[config.mk]
export PLATFORM = sky130hd
export DESIGN_NAME = feistel_encrypt_ctrl
export DESIGN_NICKNAME = d
export VERILOG_FILES = /design/src/rtl/feistel_encrypt_ctrl.sv
export SDC_FILE = /design/constraint.sdc
export NUM_CORES = 1
export LEC_CHECK = 0
export ABC_AREA = 0
export CAP_MARGIN = 15
export CORE_AREA = 2 2 408 410
export CTS_CLUSTER_DIAMETER = 80
export DETAILED_ROUTE_END_ITERATION = 6
export DIE_AREA = 0 0 410 412
export GPL_TIMING_DRIVEN = 0
export HOLD_SLACK_MARGIN = 0.1
export MAX_ROUTING_LAYER = met4
export PLACE_DENSITY = 0.56
export RECOVER_POWER = 100
export SKIP_CTS_REPAIR_TIMING = 1
export SKIP_LAST_GASP = 1
export SYNTH_ARGS = -nofsm -noshare
export SYNTH_HDL_FRONTEND = slang
export SYNTH_SLANG_ARGS = --single-unit
[constraint.sdc]
create_clock -name clk -period 20.8 [get_ports clk]
set_input_delay 4.16 -clock clk [delete_from_list [all_inputs] [get_ports clk]]
set_output_delay 4.16 -clock clk [all_outputs]
set_load 0.05 [all_outputs]
[src/rtl/feistel_encrypt_ctrl.sv]
// Control front-end for a Feistel block-cipher engine: S-box/key configuration, credit-gated issue, ordered output buffer.
// Optional watchdog on a stalled engine, enabled by defining FEISTEL_CTRL_WDOG_EN.
module feistel_encrypt_ctrl #(
   parameter int unsigned SBOX_WIDTH   = 8,
   parameter int unsigned DATA_WIDTH   = 256,
   parameter int unsigned MAX_INFLIGHT = 4,
   parameter int unsigned WDOG_CYCLES  = 255
) (
   input  logic                  clk,
   input  logic                  reset_n,
   input  logic                  start,
   input  logic [SBOX_WIDTH-1:0] s_sbox_data,
   input  logic                  s_sbox_valid,
   output logic                  s_sbox_ready,
   output logic [SBOX_WIDTH-1:0] eng_sbox_out,
   output logic                  eng_sbox_valid,
   output logic                  eng_key_valid,
   input  logic [DATA_WIDTH-1:0] s_pt_data,
   input  logic                  s_pt_valid,
   output logic                  s_pt_ready,
   output logic [DATA_WIDTH-1:0] eng_plaintext,
   output logic                  eng_tvalid,
   input  logic [DATA_WIDTH-1:0] eng_ciphertext,
   input  logic                  eng_valid,
   output logic [DATA_WIDTH-1:0] m_ct_data,
   output logic                  m_ct_valid,
   input  logic                  m_ct_ready,
   output logic                  cfg_done,
   output logic                  busy,
   output logic                  err
);

   localparam int unsigned CntW = $clog2(MAX_INFLIGHT + 1);
   localparam int unsigned PtrW = (MAX_INFLIGHT > 1) ? $clog2(MAX_INFLIGHT) : 1;
   localparam logic [CntW:0] MaxCredit = (CntW + 1)'(MAX_INFLIGHT);
   localparam logic [PtrW-1:0] LastPtr = PtrW'(MAX_INFLIGHT - 1);

   if (MAX_INFLIGHT < 2 || WDOG_CYCLES < 1) begin : g_param_check
      $error("feistel_encrypt_ctrl: MAX_INFLIGHT must be >= 2 and WDOG_CYCLES >= 1");
   end

   typedef enum logic [1:0] {StIdle, StSbox, StKey, StRun} state_e;

   state_e          state_q;
   logic [7:0]      byte_cnt_q;
   logic [1:0]      key_cnt_q;
   logic [CntW-1:0] eng_cnt_q;
   logic [CntW-1:0] fifo_cnt_q;
   logic [PtrW-1:0] wr_ptr_q;
   logic [PtrW-1:0] rd_ptr_q;
   logic [DATA_WIDTH-1:0] fifo_mem [MAX_INFLIGHT];

   logic [CntW:0] credit;
   logic          sbox_acc;
   logic          pt_acc;
   logic          push;
   logic          pop;
   logic          wdog_err;

   assign credit   = {1'b0, eng_cnt_q} + {1'b0, fifo_cnt_q};
   assign sbox_acc = s_sbox_valid & s_sbox_ready;
   assign pt_acc   = s_pt_valid & s_pt_ready;
   // Returns with nothing outstanding are spurious and dropped entirely.
   assign push     = eng_valid & (eng_cnt_q != '0);
   assign pop      = m_ct_valid & m_ct_ready;

   assign s_sbox_ready = (state_q == StSbox);
   assign s_pt_ready   = (state_q == StRun) && (credit < MaxCredit) && !wdog_err;
   assign cfg_done     = (state_q == StRun);
   assign busy         = (credit != '0);
   assign m_ct_valid   = (fifo_cnt_q != '0);
   assign m_ct_data    = m_ct_valid ? fifo_mem[rd_ptr_q] : '0;
   assign err          = wdog_err;

   function automatic logic [PtrW-1:0] ptr_inc(input logic [PtrW-1:0] p);
      return (p == LastPtr) ? '0 : p + PtrW'(1);
   endfunction

   always_ff @(posedge clk or negedge reset_n) begin
      if (!reset_n) begin
         state_q        <= StIdle;
         byte_cnt_q     <= '0;
         key_cnt_q      <= '0;
         eng_sbox_out   <= '0;
         eng_sbox_valid <= 1'b0;
         eng_key_valid  <= 1'b0;
      end else begin
         eng_sbox_valid <= sbox_acc;
         eng_key_valid  <= 1'b0;
         if (sbox_acc) begin
            eng_sbox_out <= s_sbox_data;
         end
         unique case (state_q)
            StIdle: begin
               if (start) begin
                  state_q    <= StSbox;
                  byte_cnt_q <= '0;
               end
            end
            StSbox: begin
               if (sbox_acc) begin
                  byte_cnt_q <= byte_cnt_q + 8'd1;
                  if (byte_cnt_q == 8'hFF) begin
                     state_q   <= StKey;
                     key_cnt_q <= '0;
                  end
               end
            end
            StKey: begin
               // First KEY cycle carries the last S-box byte; strobe the two after it.
               key_cnt_q     <= key_cnt_q + 2'd1;
               eng_key_valid <= (key_cnt_q != 2'd2);
               if (key_cnt_q == 2'd2) begin
                  state_q <= StRun;
               end
            end
            StRun: begin
               if (start && credit == '0) begin
                  state_q    <= StSbox;
                  byte_cnt_q <= '0;
               end
            end
            default: state_q <= StIdle;
         endcase
      end
   end

   always_ff @(posedge clk or negedge reset_n) begin
      if (!reset_n) begin
         eng_plaintext <= '0;
         eng_tvalid    <= 1'b0;
         eng_cnt_q     <= '0;
      end else begin
         eng_tvalid <= pt_acc;
         if (pt_acc) begin
            eng_plaintext <= s_pt_data;
         end
         case ({pt_acc, push})
            2'b10:   eng_cnt_q <= eng_cnt_q + CntW'(1);
            2'b01:   eng_cnt_q <= eng_cnt_q - CntW'(1);
            default: eng_cnt_q <= eng_cnt_q;
         endcase
      end
   end

   always_ff @(posedge clk) begin
      if (push) begin
         fifo_mem[wr_ptr_q] <= eng_ciphertext;
      end
   end

   always_ff @(posedge clk or negedge reset_n) begin
      if (!reset_n) begin
         wr_ptr_q   <= '0;
         rd_ptr_q   <= '0;
         fifo_cnt_q <= '0;
      end else begin
         if (push) begin
            wr_ptr_q <= ptr_inc(wr_ptr_q);
         end
         if (pop) begin
            rd_ptr_q <= ptr_inc(rd_ptr_q);
         end
         case ({push, pop})
            2'b10:   fifo_cnt_q <= fifo_cnt_q + CntW'(1);
            2'b01:   fifo_cnt_q <= fifo_cnt_q - CntW'(1);
            default: fifo_cnt_q <= fifo_cnt_q;
         endcase
      end
   end

`ifdef FEISTEL_CTRL_WDOG_EN
   localparam int unsigned WdogW = $clog2(WDOG_CYCLES + 1);
   localparam logic [WdogW-1:0] WdogLimit = WdogW'(WDOG_CYCLES);

   logic [WdogW-1:0] wdog_cnt_q;
   logic             wdog_err_q;
   logic             stall;

   assign stall    = (eng_cnt_q != '0) && !eng_valid;
   assign wdog_err = wdog_err_q;

   always_ff @(posedge clk or negedge reset_n) begin
      if (!reset_n) begin
         wdog_cnt_q <= '0;
         wdog_err_q <= 1'b0;
      end else begin
         if (!stall) begin
            wdog_cnt_q <= '0;
         end else if (wdog_cnt_q != WdogLimit) begin
            wdog_cnt_q <= wdog_cnt_q + WdogW'(1);
            if (wdog_cnt_q == WdogLimit - WdogW'(1)) begin
               wdog_err_q <= 1'b1;
            end
         end
      end
   end
`else
   assign wdog_err = 1'b0;
`endif

endmodule

==> run metrics <==
minimum clock period ~14 ns; synthesized flop and latch total approximately 1300; gr usage total 19.36%; fin crit share around two thirds; top area cells in the synthesized netlist edfxtp_1, dfrtp_1, mux4_2; vias roughly 28000; Total Neg Setup Slack 0 ns; GP Congestion roughly 0.88; Mean Syn Cell Area 21.33 um2; biggest area consumer among synthesized cells edfxtp_1; Finished Core Util 41.44%; Yosys warnings 0; register area share after synthesis between 70% and 80%; CP Capture Type register; WP data arrival 14.10 ns; post-DR wirelength/cell 27.02 um; Die Y-Extent 412 um; Worst EP required about 21 ns; Worst Hold Class register to register; worst skew pair latency slightly below 0.8 ns; WL final roughly 160000 um; slew margin rel. -305.2%; Switching Power 3.957 mW; Post-DP Area roughly 64000 um2; final antenna-violating net count 0; Netlist Area Pre-Place around 50000 um2; DRT Pass-1 Iters 5; Starting Density 30.30%; PD cells approximately 150 nW/um2; antenna violations before repair about 190; status finished, violations left; Distinct cells, synth 42; switching part of the total between 30 and 40%; Final Skew about 0.027 ns; HPWL Detailed 120800 um; Net Count, Synth between 2000 and 3000; Final Hold Vio Count 0; Final Setup Violations 0; Core Area roughly 160000 um2; worst reg2reg path depth 5; r2r setup slk 10.47 ns; slowest CP cell clkbuf_1; ys async rst share 22.01%; GRT overflow 0; actual slew at the worst max-slew pin slightly above 6 ns; CTS tree built; vias in the first global route approximately 29000; total CTS buffers roughly 150; Reg power frac 33.7%; peak supply drop roughly 0.11 mV; most used cell, CP clkbuf_1; fmax around 73 MHz; number of synthesized flops with an enable pin 1024; DRC 0; cell depth of the worst hold path 1; Setup CP Type primary input to register; Leakage between 20 and 30 nW; DR iter-0 viols ~1700; clk buf depth 3; Die ar. about 170000 um2; post-synthesis cell count 2333; Root Buffer clkbuf_16; Final Max Slew Viols 1177; CP Cell Sequence dlygate4sd3_1 > o31a_1 > and2_0 > clkbuf_1 > clkbuf_1 > clkbuf_1; P&R area growth vs syn 36.80%; global routing's busiest layer met2; share of post-route cells with drive strength above 1 20.01%; Critical path origin eng_valid; Setup crit end fifo_mem[3][205]; total clock sinks approximately 1300; die width 410 um; Int Power 6.213 mW; FF-to-FF End fifo_mem[3][205]; io pins around 1100; FP Rows about 150; clock share of power 24.9%; routing usage on met1 approximately a fifth; Final nets 4114; max-capacitance violation count 28; port bufs about 1100; GR Util met3 about 8.0%; largest net degree at the start of global routing between 100 and 150; Reg-to-Reg Start eng_cnt_q[0]; crit start category primary input; met2 Usage GRT between 30% and 40%; top cell type's share of synthesized area just over 60%; logic gate share of total power around two fifths; RSZ-0062 raised after global routing no; Non-Filler Instances slightly below 6000; critical path's largest stage delay 2.47 ns; Reg clk slew, reported paths around 0.06 ns; global-route wire length before repair around 220000 um; main flop type after synthesis edfxtp_1; htree depth 4; design area slightly below 70000 um2; Via density approximately 4.6; total power around 10 mW; failing checks capacitance limit, slew limit; Critical Path Fanout Max 50; Inst Count DP 5606
per-layer routing:
layer	routed length [um]	share of wire (%)
met3	14680	9.1
met1	56080	35
met5	0	0
met2	83240	52
met4	7150	4.4
power groups by stage:
stage	Sequential (mW)	Clock [mW]	Combinational (mW)
after floorplan	3.62	0	2.70
after global placement	3.69	0	4.44
after detailed placement	3.45	0	4.54
after CTS	3.40	2.60	4.56
after global routing	3.47	2.70	4.45
final	3.43	2.53	4.21
per-stage QoR:
stage / hold slack, ns / worst slack (ns)
final: 0.4966 / 7.018
after floorplan: 0.4588 / 9.895
after detailed placement: 0.4941 / 12.49
after global placement: 0.4875 / 1.949
after global routing: 0.5137 / 6.206
after CTS: 0.5060 / 11.58
layout make-up:
cell class	instances	area [um2]
fill	14850	96170
clock buffer	194	3938
sequential	1313	37980
antenna	96	240.2
tap	2189	2739
timing repair buffer	1084	10790
buffer	120	460.4
multi-input combinational	881	11160
clock inverter	67	693.2
inverter	19	71.32
flip-flops by register name (all words and copies together), names as in the netlist:
| name | count |
|---|---|
| fifo_mem | 1024 |
| eng_plaintext | 256 |
| byte_cnt_q | 8 |
| eng_sbox_out | 8 |
| eng_cnt_q | 3 |
| fifo_cnt_q | 3 |
| key_cnt_q | 2 |
| rd_ptr_q | 2 |
| state_q | 2 |
| wr_ptr_q | 2 |
| eng_key_valid | 1 |
| eng_sbox_valid | 1 |
| eng_tvalid | 1 |
critical path: cells and delay by family:
family                 cells  cell delay [ns]
buffers and inverters      4             7.29
and+or+nand+nor            1             2.20
AOI/OAI and AO/OA          1             0.31
worst min-delay path by stage:
stage | slack [ns] | from | endpoint
floorplan | 0.46 | fifo_cnt_q[2] | fifo_cnt_q[2]
global placement | 0.49 | eng_plaintext[121] | eng_plaintext[121]
detailed placement | 0.49 | eng_plaintext[121] | eng_plaintext[121]
CTS | 0.51 | eng_plaintext[121] | eng_plaintext[121]
global route | 0.51 | eng_plaintext[191] | eng_plaintext[191]
finish | 0.50 | eng_plaintext[124] | eng_plaintext[124]
Yosys cell counts (6+ instances only):
cell type	number
ha_1	17
buf_2	52
and2_1	264
o31ai_1	9
buf_1	7
clkbuf_1	59
mux2_2	266
o21ai_0	10
nand2_1	10
edfxtp_1	1024
nor2_1	6
inv_1	18
mux4_2	256
dfrtp_1	289
logic make-up after synthesis:
kind of cell / Yosys count / share of synthesized area, %
AO/OA/AOI/OAI: 30 / 0.4426
XOR/XNOR: 6 / 0.1056
adder cells (fa/ha/maj): 20 / 0.5482
buffers and inverters: 139 / 1.202
flip-flops: 1313 / 76.33
multiplexers: 525 / 17.67
other: 1 / 0.007536
AND/OR/NAND/NOR: 299 / 3.696
placed cells by master (no fill, tap or decap), types with 2 or more instances in the layout:
master and n:
edfxtp_1 1024, dlygate4sd3_1 768, dfrtp_1 289, clkdlybuf4s50_1 285, mux2_2 265, and2_1 260
mux4_2 256, clkbuf_1 172, clkbuf_16 149, diode_2 96, clkinv_1 25, inv_1 18
ha_1 17, clkinv_2 15, bufinv_16 11, nand2_1 10, o21ai_0 10, inv_6 10
o31ai_1 9, buf_1 7, nor2_1 6, buf_2 5, and2_0 4, nand3_1 4
xor2_1 4, clkbuf_8 4, buf_16 4, nor2b_1 3, mux2i_1 3, or2_2 3
fa_1 3, buf_8 3, or4b_2 2, or3_1 2, xnor2_1 2, o211ai_1 2
clkinvlp_4 2, inv_16 2
(Power assumes the default switching activity.)
